[config.mk]
export PLATFORM = sky130hd
export DESIGN_NAME = spi_slave
export DESIGN_NICKNAME = d
export VERILOG_FILES = /design/src/rtl/spi_slave.sv
export SDC_FILE = /design/constraint.sdc
export NUM_CORES = 1
export LEC_CHECK = 0
export CORE_AREA = 2 2 64 66
export CTS_BUF_LIST = sky130_fd_sc_hd__clkbuf_16
export CTS_CLUSTER_SIZE = 25
export DETAILED_ROUTE_END_ITERATION = 10
export DIE_AREA = 0 0 66 68
export HOLD_SLACK_MARGIN = 0.1
export PLACE_DENSITY = 0.73
export SLEW_MARGIN = 20
export SYNTH_ARGS = -nofsm -noshare
export SYNTH_HDL_FRONTEND = slang
export SYNTH_SLANG_ARGS = --single-unit
[constraint.sdc]
create_clock -name clk -period 2.2 [get_ports clk]
set_input_delay 0.33 -clock clk [delete_from_list [all_inputs] [get_ports clk]]
set_output_delay 0.33 -clock clk [all_outputs]
set_load 0.01 [all_outputs]
[src/rtl/spi_slave.sv]
// spi_slave: oversampled SPI target with a one-byte tx buffer, all four cpol/cpha modes
module spi_slave #(
  parameter logic [7:0] TX_IDLE = 8'hFF,
  parameter int SYNC_STAGES = 2
) (
  input  logic       clk,
  input  logic       reset,
  input  logic       cpol,
  input  logic       cpha,
  input  logic [7:0] din,
  input  logic       tx_wr,
  output logic       tx_ready,
  output logic [7:0] dout,
  output logic       rx_done_tick,
  output logic       tx_underrun_tick,
  output logic       busy,
  input  logic       sclk,
  input  logic       ss_n,
  input  logic       mosi,
  output logic       miso,
  output logic       miso_oe
);
  typedef enum logic {IDLE, ACTIVE} state_t;
  state_t state, state_next;
  logic [SYNC_STAGES-1:0] sclk_sync, ss_sync, mosi_sync;
  logic sclk_d, ss_d;
  logic sclk_s, ss_s, mosi_s;
  logic rise, fall, lead, trail, samp, drv, ss_fall, ss_rise, load;
  logic [7:0] so_reg, so_next, si_reg, si_next, dout_next, tx_buf, tx_buf_next, tx_src;
  logic [2:0] n, n_next;
  logic tx_full, tx_full_next, rx_done_next, under_next;

  assign sclk_s  = sclk_sync[SYNC_STAGES-1];
  assign ss_s    = ss_sync[SYNC_STAGES-1];
  assign mosi_s  = mosi_sync[SYNC_STAGES-1];
  assign rise    = sclk_s & ~sclk_d;
  assign fall    = ~sclk_s & sclk_d;
  assign lead    = cpol ? fall : rise;
  assign trail   = cpol ? rise : fall;
  assign samp    = cpha ? trail : lead;
  assign drv     = cpha ? lead : trail;
  assign ss_fall = ~ss_s & ss_d;
  assign ss_rise = ss_s & ~ss_d;
  assign tx_src  = tx_full ? tx_buf : TX_IDLE;

  assign tx_ready = ~tx_full;
  assign busy     = state == ACTIVE;
  assign miso     = so_reg[7];
  assign miso_oe  = busy;

  // bring the asynchronous pins into the clk domain and keep one delayed copy for edge detection
  always_ff @(posedge clk or posedge reset)
    if (reset) begin
      sclk_sync <= '0;
      ss_sync   <= '1;
      mosi_sync <= '0;
      sclk_d    <= 1'b0;
      ss_d      <= 1'b1;
    end else begin
      sclk_sync <= {sclk_sync[SYNC_STAGES-2:0], sclk};
      ss_sync   <= {ss_sync[SYNC_STAGES-2:0], ss_n};
      mosi_sync <= {mosi_sync[SYNC_STAGES-2:0], mosi};
      sclk_d    <= sclk_s;
      ss_d      <= ss_s;
    end

  // next-state: select edges drive the FSM and win over any simultaneous sclk edge
  always_comb begin
    state_next   = state;
    so_next      = so_reg;
    si_next      = si_reg;
    n_next       = n;
    dout_next    = dout;
    rx_done_next = 1'b0;
    load         = 1'b0;
    if (state == IDLE) begin
      if (ss_fall) begin
        state_next = ACTIVE;
        n_next     = 3'd0;
        load       = ~cpha;
      end
    end else if (ss_rise) begin
      state_next = IDLE;
      n_next     = 3'd0;
    end else if (samp) begin
      si_next = {si_reg[6:0], mosi_s};
      n_next  = n + 3'd1;
      if (n == 3'd7) begin
        dout_next    = {si_reg[6:0], mosi_s};
        rx_done_next = 1'b1;
      end
    end else if (drv) begin
      if (n == 3'd0) load = 1'b1;
      else so_next = {so_reg[6:0], 1'b0};
    end
    if (load) so_next = tx_src;
    tx_full_next = tx_wr | (tx_full & ~load);
    tx_buf_next  = tx_wr ? din : tx_buf;
    under_next   = load & ~tx_full;
  end

  // state, shift registers, tx buffer and output ticks
  always_ff @(posedge clk or posedge reset)
    if (reset) begin
      state            <= IDLE;
      so_reg           <= 8'd0;
      si_reg           <= 8'd0;
      dout             <= 8'd0;
      n                <= 3'd0;
      tx_buf           <= 8'd0;
      tx_full          <= 1'b0;
      rx_done_tick     <= 1'b0;
      tx_underrun_tick <= 1'b0;
    end else begin
      state            <= state_next;
      so_reg           <= so_next;
      si_reg           <= si_next;
      dout             <= dout_next;
      n                <= n_next;
      tx_buf           <= tx_buf_next;
      tx_full          <= tx_full_next;
      rx_done_tick     <= rx_done_next;
      tx_underrun_tick <= under_next;
    end
endmodule

==> flow_summary.toml <==
[status]
status = "finished, final reports clean"

[critical_path]
path_class = "input pin to flop"
reg2reg_from = "ss_sync[1]"
reg2reg_setup_slack_ps = 410
worstPathArrival_ps = 2010
r2r_cells = 4
crit_required_ps = 2370
r2r-end = "so_reg[4]"
crit_fanout = 7
critical_path.startpoint_type = "input pin"
cp-end-kind = "flop"

[logic_synthesis]
synth_edf_count = 0
synth_compound_area_share_pct = 8.09
synthSimpleGateAreaFrac_pct = 9.33
yosys_most_used_dff = "dfrtp_1"
muxShareOfSynthArea_pct = 16.0
synth_area_per_cell_um2 = 13.5
synth.net_count = 161
yosysWarnings = 0
yosysUniqueCellTypes = 32
postSynthCellCount = 142
ys_ff_latch = 46
synth-xor-area-share_pct = 0.849
ys_seq_area_share_pct = 60.2
synth_area_mm2 = 0.00192
synthAdderAreaFrac_pct = 1.96
synth_top_family_by_area = "multiplexers"
async_flop_share_pct = 100

[sta]
setup_tns_ps = 0
fin_worst_skew_ps = 6.33
setup_viol = 0
relSlewSlack_pct = 63.4
fin_crit_ps = 1850
fmax_ghz = 0.541
finalHoldViolations = 0
rsz0062_at_grt = "false"
finalMaxSlewViolations = 0
min_period_over_period_pct = 84.1
tightest_slew_ps = 549

[worst_hold_path]
hp-start = "sclk_sync[0]"
hp-class = "flop to flop"
min_to = "sclk_sync[1]"
whs_path_depth = 0

[drt]
drc = 0
final_antenna_net_count = 0
viasPerCell = 5.21
firstDrtPassIters = 4
drt_iter0_markers = 48
wire_per_inst_um = 14.0
vias = 1189
drt_wl_total_mm = 3.20

[clocking]
cts_max_level = 2
insertion_delay_ps = 280
hold_buffers = 0
cts_tree = "done"
post_cts_buffers = 0
clk_pin_slew_ps = 60
max-clock-path-buffers = 2
cts_root_buffer = "clkbuf_16"
cts_buffers = 5
cts.repair.resized = 0
numClockSinks = 46

[pwr]
totalPowerFinal_mw = 2.40
power_leakage_nw = 1.10
vdd_drop_max_uv = 469
pwr_density_cell_mw_per_mm2 = 984

[final_layout]
drive_gt1_share_pct = 24.7
mostFrequentLayoutCells = "dfrtp_1, clkdlybuf4s50_1, mux2_2, inv_1, nor2_1"
n_antenna_cell = 0
syn_to_final_growth_pct = 27.3
nNetsFinal = 196
layout_commonest_cell = "dfrtp_1"

[floorplan]
die_w_um = 66
die_y_um = 68
core-area_mm2 = 0.00386
pin_count = 30
dieArea_mm2 = 0.00449
row_count = 23
initial_core_util_pct = 49.7

[place]
gp_congestion = 0.744
port_buffers = 29
post-dp-hpwl_mm = 2.29

[global_route]
grt_pass1_vias = 1234
track_usage_pct = 16.6
grt_pass1_wl_mm = 5.54
gr-total-overflow = 0
antenna_found_initial = 0
grt_max_degree = 47

[job]
cap_violations = 0
synth_stat cells, types with 2 or more instances:
master	count	area, um^2
ha_1	3	37.5
nor2_1	10	37.5
inv_1	12	45.0
clkbuf_1	3	11.3
o22ai_1	2	12.5
dfrtp_1	43	1080
mux2_2	23	259
nand3_1	7	35.0
a221oi_1	2	17.5
or2b_2	2	17.5
o221ai_1	7	61.3
a21o_1	2	15.0
dfstp_2	3	78.8
nand2_1	3	11.3
o21ai_0	3	15.0
metrics by stage:
stage / cell area (um^2) / setup slack [ps] / std cells / hold slack [ps] / util (%)
6_report: 2440 / 351 / 228 / 346 / 63.3
5_1_grt: 2440 / 273 / 228 / 366 / 63.3
4_1_cts: 2440 / 353 / 228 / 349 / 63.3
3_5_place_dp: 2270 / 53.4 / 220 / 336 / 59.0
3_3_place_gp: 2270 / 93.0 / 220 / 337 / 59.0
2_1_floorplan: 1920 / 546 / 142 / 331 / -
power breakdown:
group          leakage (nW)  internal [mW]  total (mW)  switching (mW)
clock network        0.0812          0.531       0.828           0.297
registers             0.570           1.03        1.14           0.116
logic                 0.448          0.244       0.433           0.188
total                  1.10           1.80        2.40           0.601
critical path, stage by stage:
cell	delay (ps)
clkdlybuf4s50_1	470
xnor2_2	270
mux2_2	430
nor2_8	150
mux2_2	350
cells by family (layout without fill, tap and decap cells):
group / count (synthesis) / count (layout)
AOI/OAI and AO/OA: 19 / 19
xor gates and xnor gates: 1 / 1
adders and majority gates: 3 / 3
buffers and inverters: 17 / 53
DFF: 46 / 46
muxes: 26 / 26
and+or+nand+nor: 30 / 30
metal layers:
| metal | track usage [%] | vias up | share of wire (%) |
|---|---|---|---|
| met4 | 5.87 | 0 | 1.3 |
| met2 | 28.5 | 27 | 52 |
| met1 | 20.0 | 588 | 43 |
| met3 | 5.10 | 7 | 3.5 |
| met5 | 0 | - | 0 |
| li1 | - | 567 | - |
how the worst max path moves through the flow:
stage,start,end,depth (start not counted)
finish,cpha,si_reg[3],5
global route,cpha,so_reg[4],6
CTS,cpha,si_reg[3],5
detailed placement,cpha,si_reg[3],5
global placement,cpha,si_reg[6],5
floorplan,ss_sync[1],dout[0],4
cell type report:
class / count / area, um^2
clock buffers: 5 / 125
repair buffers: 32 / 313
multi-input cells: 79 / 694
fillers: 309 / 1420
inverters: 13 / 48.8
well taps: 50 / 62.6
clock inverters: 3 / 41.3
flip-flops and latches: 46 / 1150
Note: power is estimated with default switching activity, not from simulation.
